<file path="config.mk">
export PLATFORM = sky130hd
export DESIGN_NAME = pri_req_gen
export DESIGN_NICKNAME = d
export VERILOG_FILES = /design/src/rtl/pri_req_gen.sv
export SDC_FILE = /design/constraint.sdc
export NUM_CORES = 1
export LEC_CHECK = 0
export CAP_MARGIN = 5
export CELL_PAD_IN_SITES_DETAIL_PLACEMENT = 1
export CELL_PAD_IN_SITES_GLOBAL_PLACEMENT = 1
export CORE_MARGIN = 2
export CORE_UTILIZATION = 40
export CTS_BUF_LIST = sky130_fd_sc_hd__clkbuf_4 sky130_fd_sc_hd__clkbuf_8
export DETAILED_ROUTE_END_ITERATION = 10
export PLACE_DENSITY_LB_ADDON = 0.3
export SYNTH_ARGS = -nofsm -noshare
export SYNTH_HDL_FRONTEND = slang
export SYNTH_SLANG_ARGS = --single-unit
</file>
<file path="constraint.sdc">
create_clock -name clk -period 22.9 [get_ports clk]
set_input_delay 4.58 -clock clk [delete_from_list [all_inputs] [get_ports clk]]
set_output_delay 4.58 -clock clk [all_outputs]
set_load 0.02 [all_outputs]
</file>
<file path="src/rtl/pri_req_gen.sv">
// Request-side initiator for the pSLIP priority max-select stage: per-input,
// per-priority occupancy counters, snapshot/issue/wait/dequeue handshake.
module pri_req_gen #(
  parameter int N  = 4,
  parameter int P  = 16,
  parameter int CW = 4,
  parameter int TO = 8
) (
  input  logic                             clk,
  input  logic                             reset,
  input  logic [N-1:0]                     enq_valid,
  input  logic [0:N-1][$clog2(P)-1:0]      enq_pri,
  output logic [N-1:0]                     enq_ready,
  output logic [0:N-1][$clog2(P)-1:0]      pri_out,
  output logic                             update,
  input  logic                             sel_ready,
  input  logic [N-1:0]                     sel_req,
  output logic                             deq_valid,
  output logic [N-1:0]                     deq_mask,
  output logic                             busy,
  output logic                             err_timeout
);

  localparam int PW = $clog2(P);
  localparam int TW = $clog2(TO + 1);
  localparam logic [CW-1:0] CMAX = {CW{1'b1}};

  typedef enum logic [1:0] {IDLE, ISSUE, WAIT, DEQ} state_t;

  state_t                  state_q, state_d;
  logic [0:N-1][PW-1:0]    pri_out_q, pri_out_d, hi;
  logic                    update_q, update_d;
  logic                    deq_valid_q, deq_valid_d;
  logic [N-1:0]            deq_mask_q, deq_mask_d;
  logic                    err_q, err_d;
  logic [TW-1:0]           wait_q, wait_d;
  logic [N-1:0]            nz;
  logic [CW-1:0]           cnt_q [N][P];
  logic [CW-1:0]           cnt_d [N][P];

  always_comb begin
    hi = '0;
    for (int i = 0; i < N; i++) begin
      for (int p = 1; p < P; p++) begin
        if (cnt_q[i][p] != '0) hi[i] = PW'(p);
      end
    end
  end

  // enq_ready looks at the current count, so a full counter being dequeued still refuses
  always_comb begin
    enq_ready = '0;
    for (int i = 0; i < N; i++) begin
      enq_ready[i] = (enq_pri[i] != '0) && (cnt_q[i][enq_pri[i]] != CMAX);
    end
  end

  always_comb begin
    nz = '0;
    for (int i = 0; i < N; i++) nz[i] = (pri_out_q[i] != '0);
  end

  always_comb begin
    logic inc, dec;
    cnt_d = cnt_q;
    for (int i = 0; i < N; i++) begin
      for (int p = 0; p < P; p++) begin
        inc = enq_valid[i] && enq_ready[i] && (enq_pri[i] == PW'(p));
        dec = (state_q == DEQ) && deq_mask_q[i] && (pri_out_q[i] == PW'(p));
        if (inc && !dec)      cnt_d[i][p] = cnt_q[i][p] + CW'(1);
        else if (dec && !inc) cnt_d[i][p] = cnt_q[i][p] - CW'(1);
      end
    end
  end

  always_comb begin
    state_d     = state_q;
    pri_out_d   = pri_out_q;
    update_d    = 1'b0;
    deq_valid_d = 1'b0;
    deq_mask_d  = '0;
    err_d       = err_q;
    wait_d      = wait_q;
    case (state_q)
      IDLE: begin
        if (|hi) begin
          pri_out_d = hi;
          update_d  = 1'b1;
          state_d   = ISSUE;
        end
      end
      ISSUE: begin
        wait_d  = TW'(1);
        state_d = WAIT;
      end
      WAIT: begin
        if (sel_ready) begin
          // winner bits on a zero snapshot level are dropped here
          deq_valid_d = 1'b1;
          deq_mask_d  = sel_req & nz;
          state_d     = DEQ;
        end else if (wait_q == TW'(TO)) begin
          err_d   = 1'b1;
          state_d = IDLE;
        end else begin
          wait_d = wait_q + TW'(1);
        end
      end
      DEQ: state_d = IDLE;
      default: state_d = IDLE;
    endcase
  end

  always_ff @(posedge clk or posedge reset) begin
    if (reset) begin
      state_q     <= IDLE;
      pri_out_q   <= '0;
      update_q    <= 1'b0;
      deq_valid_q <= 1'b0;
      deq_mask_q  <= '0;
      err_q       <= 1'b0;
      wait_q      <= '0;
      for (int i = 0; i < N; i++) begin
        for (int p = 0; p < P; p++) cnt_q[i][p] <= '0;
      end
    end else begin
      state_q     <= state_d;
      pri_out_q   <= pri_out_d;
      update_q    <= update_d;
      deq_valid_q <= deq_valid_d;
      deq_mask_q  <= deq_mask_d;
      err_q       <= err_d;
      wait_q      <= wait_d;
      cnt_q       <= cnt_d;
    end
  end

  assign pri_out     = pri_out_q;
  assign update      = update_q;
  assign deq_valid   = deq_valid_q;
  assign deq_mask    = deq_mask_q;
  assign err_timeout = err_q;
  assign busy        = (state_q != IDLE);

endmodule

</file>
==> out/qor.csv, run 1 <==
metric,value,unit
predominant post-synthesis flop cell,dfrtp_1,
post-synth top area cell,dfrtp_1,
Logic pwr share,32.7,%
Die H,217,µm
CP max FO,15,
cts bufs inserted,53,
Initial DRC Count,633,
setup bufs post-CTS,0,
run status,completed,
CP Capture Type,primary output,
ranking of synthesized cells by area,"dfrtp_1 (37%), ha_1 (13%), xnor2_1 (8.7%)",
most frequent cell after synthesis,dfrtp_1,
Final nets,2110,
internal power,0.00122,W
most common library cells after synthesis,"dfrtp_1 (269), ha_1 (182), xnor2_1 (180)",
drt pass-1 iters,5,
insertion delay to the later sink of the worst-skew pair,0.65,ns
synth unique cells,57,
fin crit share,50.6,%
top-area cell type share of the netlist area,37.0,%
PwrDens,96.1,nW/µm²
Vias/cell,5.51,
Worst path slowest cell,clkdlybuf4s50_1,
CTS max path bufs,3,
Post-Route Setup TNS,0,ns
Slew HR,23.2,%
Avg WL per Cell,19.1,µm
syn_nets,2019,
Final setup viols,0,
post_cts resized,0,
kind of cell adding the most delay to the critical path,buffers and inverters,
GPL Wtd Cong,0.797,
Die Wd,217,µm
sw power,0.000758,W
fin crit period,11.59,ns
Root Buffer,clkbuf_8,
"FFs w/ async S/R, synth",100,%
# DRC,0,
vias post-DR,13700,
Syn Inst Count,1750,
antenna fix cells,0,
Clock Sinks,269,
Max stage delay on crit path,0.82,ns
Post-DRT Antenna Nets,0,
GRT Total Usage,21.1,%
Yosys warnings,0,
number of global-route vias before repair,14700,
power share of the clock group,26.7,%
Congestion Overflow GR,0,
power share of the sequential group,40.6,%
largest net degree at the start of global routing,133,
LEAKAGE,7.32,nW
Synth Register Bits,269,
Switching Share,38.3,%
Worst EP arrival,7.01,ns
final wirelength,47.4,mm
Worst EP required,18.32,ns
num ports,55,
initial cell density of the core,40.3,%
H-tree depth,2,
antenna violations before repair,1,
"Hold-fix buffers, CTS",0,
Post-Syn Area per Cell,10.4,µm²
dpl hpwl,35.6,mm
RSZ-0062 raised after global routing,false,
share of layout cells above drive strength 1,10.0,%
# port buffers,54,
CTS tree,done,
final core area utilization,45.6,%
max-slew violation count,0,
Final Hold Violating Endpoints,0,
HP Class,register to register,
row count,78,
Max Clk Rate,86.3,MHz
sequential fraction of the synthesis area,37.0,%
max cap viols,0,
clk slew on worst S/H paths,0.06,ns
first-pass GRT wire length,79.6,mm
Synth Cell Area,18200,µm²
"IR drop worst, VDD",0.0464,mV
Slew @ Worst Pin,1.14,ns
P&R area growth vs syn,13.2,%
Core ar.,45100,µm²
Worst Path Buf+Inv,2,
R2R Setup Slk,19.14,ns
Post-synth EDFFs,0,
die area,47200,µm²
CP cell instances,clkdlybuf4s50_1 > mux4_2 > mux4_2 > clkdlybuf4s50_1,
clock skew,0.0242,ns
Critical Path Source Type,input pin,
CP Class,input pin to primary output,
registers in the layout, indices dropped and copies added (netlist names):
register and cells:
deq_valid 1, update 1, err_timeout 1, deq_mask 4, cnt_q 240, state_q 2, pri_out 16, wait_q 4
power by group through the flow:
stage	logic (W)	clock network, W	registers, W
after floorplan	0.000462	0	0.000755
after global placement	0.000618	0	0.000801
after detailed placement	0.000652	0	0.000809
after CTS	0.000657	0.000548	0.000803
after global routing	0.000733	0.000571	0.000833
final	0.000646	0.000528	0.000802
logic make-up after synthesis:
logic type	count (synthesis)	synth area share (%)
XOR/XNOR	241	11.6
buffers and inverters	99	2.06
AND/OR/NAND/NOR	560	15.8
flip-flops	269	37.0
AO/OA/AOI/OAI	262	8.71
adder cells (fa/ha/maj)	242	19.1
multiplexers	77	5.69
worst register-to-register path, delay by kind of cell, from the launching register on:
family | cells | cell delay, ns
AND/OR/NAND/NOR | 6 | 2.63
flip-flops | 1 | 0.45
AO/OA/AOI/OAI | 1 | 0.55
metal layers:
layer | track usage [%] | vias to the layer above | routed length, µm
met4 | 6.39 | 0 | 1260
li1 | - | 6453 | -
met2 | 35.3 | 157 | 22800
met3 | 3.61 | 86 | 1320
met5 | 0 | - | 0
met1 | 27.9 | 6972 | 22000
cells in the final DEF (no fill, tap or decap), drive strengths merged, types with 3 or more instances in the layout:
cell type      netlist  routed
a211oi               6       6
a21o                62      62
a21oi               80      80
a31o                 3       3
a31oi                3       3
and2                 4       4
and3                 9       9
and4                 6       6
buf                  2       3
clkbuf              19      88
clkdlybuf4s50        0      54
clkinv               1       6
dfrtp              269     269
fa                  60      60
ha                 182     182
inv                 77      79
mux2                60      60
mux4                15      15
nand2              145     145
nand2b              11      11
nand3               36      36
nand3b               5       5
nand4               72      72
nand4b              10      10
nor2               141     141
nor2b               10      10
nor3                25      25
nor4                57      57
o211ai               8       8
o21ai               82      82
o31ai                3       3
o32ai                4       4
or4                 22      22
xnor2              180     180
xor2                61      61
metrics by stage:
step | power [W] | instance area, µm² | hold WS, ns | setup slack [ns] | std cells
2_1_floorplan | 0.00122 | 18200 | 0.455 | 10.91 | 1750
3_3_place_gp | 0.00142 | 19400 | 0.470 | 11.35 | 2386
3_5_place_dp | 0.00146 | 19400 | 0.478 | 11.31 | 2386
4_1_cts | 0.00201 | 20600 | 0.486 | 11.30 | 2482
5_1_grt | 0.00214 | 20600 | 0.505 | 11.21 | 2482
6_report | 0.00198 | 20600 | 0.486 | 11.31 | 2482
worst paths after layout:
path | end | depth (start not counted) | startpoint
max | enq_ready[2] | 4 | enq_pri[5]
min | cnt_q[235]$_DFFE_PP0P_ | 1 | cnt_q[235]$_DFFE_PP0P_
max reg2reg | update$_DFF_PP0_ | 7 | cnt_q[136]$_DFFE_PP0P_
min reg2reg | cnt_q[235]$_DFFE_PP0P_ | 1 | cnt_q[235]$_DFFE_PP0P_
max in group asynchronous | cnt_q[176]$_DFFE_PP0P_ | 3 | reset
min in group asynchronous | deq_mask[2]$_DFF_PP0_ | 2 | reset
cell type report:
cell class / count / area (µm²)
Clock buffer: 88 / 1100
Clock inverter: 8 / 50.0
Fill cell: 5006 / 24500
Inverter: 78 / 300
Multi-Input combinational cell: 1382 / 11100
Sequential cell: 269 / 6730
Tap cell: 600 / 751
Timing Repair Buffer: 57 / 563
Power figures use the tool's default switching activity.
==> run 2: changes to the inputs <==
- clock period: 22.9 -> 10.5 ns (I/O delays scaled with it)
==> out/qor.csv, run 2 (synthesis gave the netlist of run 1 again) <==
metric,value,unit,change
run status,completed,,
CTS max path bufs,3,,unchanged
R2R Setup Slk,6.65,ns,-12.49 ns
reg-to-reg startpoint,cnt_q[172]$_DFFE_PP0P_,,
# port buffers,54,,unchanged
Slew HR,25.3,%,+2.2 points
Clock Sinks,269,,unchanged
GRT Total Usage,21.1,%,+0.025 points
Worst EP required,8.40,ns,-9.92 ns
Hold Path Cell Cnt,1,,unchanged
PwrDens,208,nW/µm²,+120%
setup bufs post-CTS,0,,unchanged
num ports,55,,unchanged
LEAKAGE,7.30,nW,-0.36%
"IR drop worst, VDD",0.103,mV,+120%
Final setup viols,0,,unchanged
Core ar.,45100,µm²,unchanged
Critical Path Source Type,input pin,,
Final Hold Violating Endpoints,0,,unchanged
CP Class,input pin to primary output,,
dpl hpwl,35.3,mm,-0.78%
Die Wd,217,µm,unchanged
max cap viols,0,,unchanged
Worst EP arrival,4.61,ns,-2.40 ns
Initial DRC Count,627,,-0.95%
Reg with most FFs,cnt_q,,
Final nets,2112,,+0.095%
first-pass GRT wire length,79.9,mm,+0.37%
Congestion Overflow GR,0,,unchanged
die area,47200,µm²,unchanged
most frequent cells in the layout,"dfrtp_1 (269), ha_1 (182), xnor2_1 (180), nand2_1 (145), nor2_1 (141)",,
Worst path slowest cell,clkdlybuf4s50_1,,
number of global-route vias before repair,14900,,+1.6%
Slew @ Worst Pin,1.12,ns,-0.0266 ns
post_cts resized,0,,unchanged
fin crit period,6.71,ns,
H-tree depth,2,,unchanged
P&R area growth vs syn,12.9,%,
cts bufs inserted,53,,unchanged
Die H,217,µm,unchanged
"Hold-fix buffers, CTS",0,,unchanged
drt pass-1 iters,4,,-1
CP Capture Type,primary output,,
clk slew on worst S/H paths,0.05,ns,about the same
Worst Reg-to-Reg Cells,7,,unchanged
Max Clk Rate,149,MHz,
insertion delay to the later sink of the worst-skew pair,0.65,ns,about the same
fin crit share,63.9,%,
initial cell density of the core,40.3,%,unchanged
CP max FO,15,,unchanged
final wirelength,47.5,mm,about the same
Avg WL per Cell,19.1,µm,about the same
"commonest non-fill, non-tap cell in the layout",dfrtp_1,,
max FFs per register,240,,unchanged
Root Buffer,clkbuf_8,,
HP Class,register to register,,
clock skew,0.0202,ns,-0.00396 ns
# DRC,0,,unchanged
Post-Route Setup TNS,0,ns,unchanged
Vias/cell,5.52,,+0.29%
RSZ-0062 raised after global routing,false,,
CP cell instances,clkdlybuf4s50_1 > mux4_2 > mux4_2 > clkdlybuf4s50_1,,
Max stage delay on crit path,0.86,ns,+0.04 ns
antenna violations before repair,2,,+1
Post-DRT Antenna Nets,0,,unchanged
vias post-DR,13700,,+0.29%
Worst Hold End,err_timeout$_DFFE_PP0P_,,
Tot Pwr,0.00427,W,+120%
RR Endpoint,update$_DFF_PP0_,,
largest net degree at the start of global routing,101,,-24%
row count,78,,unchanged
share of layout cells above drive strength 1,9.95,%,-0.096 points
HP Start,err_timeout$_DFFE_PP0P_,,
GPL Wtd Cong,0.803,,+0.78%
CTS tree,done,,
max-slew violation count,0,,unchanged
[run 2: cell count changes in the layout (fill, tap and decap cells not counted), sizes merged]
cell / change
buf: +2
clkinv: -2
diode: +2
inv: -2
clkbuf: -1
clkinvlp: +1
[run 2: how the worst max path moves through the flow]
stage,startpoint,end,slack [ns]
after floorplan,reset,cnt_q[0]$_DFFE_PP0P_,0.99
after global placement,enq_pri[5],enq_ready[2],3.88
after detailed placement,enq_pri[5],enq_ready[2],3.80
after CTS,enq_pri[5],enq_ready[2],3.80
after global routing,enq_pri[5],enq_ready[2],3.72
final,enq_pri[5],enq_ready[2],3.79
[run 2: per-layer routing]
layer	share of wire (%)	wire length (µm)	global-route usage [%]	up-vias
met2	48	22900	35.4	184
met4	3.7	1740	8.86	0
met3	3.6	1710	3.34	107
met5	0	0	0	-
met1	44	21100	27.2	6958
li1	-	-	-	6458
[run 2: area by class of cell]
class / instances / area [µm²]
Inverter: 78 / 300
Clock inverter: 5 / 30.0
Tap cell: 600 / 751
Antenna cell: 2 / 5.00
Fill cell: 5004 / 24600
Sequential cell: 269 / 6730
Clock buffer: 87 / 1050
Multi-Input combinational cell: 1382 / 11100
Timing Repair Buffer: 59 / 578
[run 2: worst max-delay path, delay by kind of cell]
kind / cells / cell delay, ns
muxes: 2 / 1.10
buffers and inverters: 2 / 1.41
[run 2: where the power goes]
group | total, W | leakage, nW | switching, W | internal [W]
registers | 0.00175 | 2.58 | 0.000449 | 0.00130
logic | 0.00140 | 4.14 | 0.000701 | 0.000697
clock network | 0.00112 | 0.578 | 0.000490 | 0.000626
total | 0.00427 | 7.30 | 0.00164 | 0.00263
[run 2: stage by stage]
step           std cells  instance area [µm²]  hold slack, ns  setup slack, ns  util, %
2_1_floorplan       1750                18200           0.455            0.990        -
3_3_place_gp        2388                19400           0.451             3.88     43.1
3_5_place_dp        2388                19400           0.454             3.80     43.1
4_1_cts             2480                20500           0.470             3.80     45.5
5_1_grt             2480                20500           0.484             3.72     45.5
6_report            2482                20500           0.469             3.79     45.5
==> run 3: changes to the inputs <==
- clock period: 10.5 -> 6.8 ns (I/O delays scaled with it)
==> out/qor.csv, run 3 (synthesis gave the netlist of run 1 again) <==
metric,value,unit,change
Placed Area,19500,µm²,+0.15%
Final Hold Violating Endpoints,0,,unchanged
Reg with most FFs,cnt_q,,
CP cell instances,clkdlybuf4s50_1 > mux4_2 > mux4_2 > clkdlybuf4s50_1,,
Congestion Overflow GR,0,,unchanged
P&R area growth vs syn,13.7,%,
vias post-DR,13600,,-0.86%
run status,completed,,
"commonest non-fill, non-tap cell in the layout",dfrtp_1,,
initial cell density of the core,40.3,%,unchanged
share of layout cells above drive strength 1,10.1,%,+0.19 points
final core area utilization,45.9,%,+0.33 points
dpl hpwl,35.2,mm,-0.29%
Worst path slowest cell,clkdlybuf4s50_1,,
H-tree depth,2,,unchanged
PnR worst setup slack,1.64,ns,-2.15 ns
clock skew,0.0296,ns,+0.00936 ns
CP max FO,15,,unchanged
first-pass GRT wire length,79.7,mm,-0.22%
fin crit share,75.9,%,
Worst Reg-to-Reg Cells,7,,unchanged
post_cts resized,0,,unchanged
Vias/cell,5.47,,-0.98%
Die Wd,217,µm,unchanged
"IR drop worst, VDD",0.173,mV,+69%
HP Class,register to register,,
max-slew violation count,0,,unchanged
Post-Route Setup TNS,0,ns,unchanged
LEAKAGE,7.37,nW,+0.94%
Core ar.,45100,µm²,unchanged
GRT Total Usage,21.0,%,-0.12 points
max cap viols,0,,unchanged
Worst EP arrival,3.80,ns,-0.81 ns
Post-DRT Antenna Nets,0,,unchanged
Slew @ Worst Pin,1.09,ns,-0.0283 ns
antenna violations before repair,2,,unchanged
CP Class,input pin to primary output,,
Max Clk Rate,194,MHz,
PwrDens,326,nW/µm²,+57%
# DRC,0,,unchanged
Die H,217,µm,unchanged
Max stage delay on crit path,0.81,ns,-0.05 ns
setup bufs post-CTS,0,,unchanged
most frequent cells in the layout,"dfrtp_1 (269), ha_1 (182), xnor2_1 (180), nand2_1 (145), nor2_1 (141)",,
max FFs per register,240,,unchanged
largest net degree at the start of global routing,150,,+49%
GPL Wtd Cong,0.821,,+2.2%
cts bufs inserted,53,,unchanged
"Hold-fix buffers, CTS",0,,unchanged
Root Buffer,clkbuf_8,,
number of global-route vias before repair,14800,,-0.94%
Avg WL per Cell,19.0,µm,-0.61%
Initial DRC Count,568,,-9.4%
# port buffers,54,,unchanged
die area,47200,µm²,unchanged
fin crit period,5.16,ns,
Critical Path Source Type,input pin,,
RSZ-0062 raised after global routing,false,,
Final setup viols,0,,unchanged
num ports,55,,unchanged
Slew HR,26.9,%,+1.5 points
Worst EP required,5.44,ns,-2.96 ns
final wirelength,47.2,mm,-0.49%
CP Capture Type,primary output,,
row count,78,,unchanged
drt pass-1 iters,4,,unchanged
insertion delay to the later sink of the worst-skew pair,0.65,ns,about the same
Final Instance Area,20700,µm²,+0.72%
CTS max path bufs,3,,unchanged
DP Worst Slack,1.61,ns,-2.19 ns
clk slew on worst S/H paths,0.05,ns,about the same
Hold Path Cell Cnt,1,,unchanged
Final nets,2113,,+0.047%
Clock Sinks,269,,unchanged
Tot Pwr,0.00675,W,+58%
CTS tree,done,,
run 3: cell count changes in the layout (fill, tap and decap cells not counted), sizes merged:
cell | previous run | this run
bufinv | 0 | 3
buf | 5 | 6
clkbuf | 87 | 88
diode | 2 | 1
inv | 77 | 76
run 3: area by class of cell:
cell class,instances,area (µm²)
Inverter,78,297
Tap cell,600,751
Fill cell,4998,24400
Multi-Input combinational cell,1382,11100
Clock inverter,7,113
Sequential cell,269,6730
Timing Repair Buffer,60,611
Clock buffer,88,1090
Antenna cell,1,2.50
run 3: path summary, 6_finish.rpt:
path	startpoint	end	slack, ns
min in group asynchronous	reset	cnt_q[27]$_DFFE_PP0P_	1.15
worst min-delay path	err_timeout$_DFFE_PP0P_	err_timeout$_DFFE_PP0P_	0.46
worst max register to register	cnt_q[136]$_DFFE_PP0P_	update$_DFF_PP0_	3.14
worst min register to register	err_timeout$_DFFE_PP0P_	err_timeout$_DFFE_PP0P_	0.46
worst max-delay path	enq_pri[5]	enq_ready[2]	1.64
max in group asynchronous	reset	cnt_q[89]$_DFFE_PP0P_	4.39
run 3: power breakdown:
group          leakage [nW]  internal, W  switching (W)  total [W]
registers              2.58      0.00201       0.000690    0.00270
clock network         0.638      0.00112       0.000772    0.00189
logic                  4.15      0.00108        0.00107    0.00215
total                  7.37      0.00421        0.00254    0.00675
run 3: routing by layer:
metal,global-route usage (%),up-vias,routed length (µm)
met1,27.3,6894,21200
met5,0,-,13
met2,35.6,163,23200
li1,-,6445,-
met4,6.00,2,1140
met3,3.97,85,1720
run 3: metrics by stage:
stage / cells / hold WS [ns]
after floorplan: 1750 / 0.455
after global placement: 2389 / 0.448
after detailed placement: 2389 / 0.452
after CTS: 2484 / 0.466
after global routing: 2484 / 0.502
final: 2485 / 0.461
run 3: worst max-delay path, delay by kind of cell:
family   cells  cell delay [ns]
buf+inv      2             1.36
mux          2             1.08
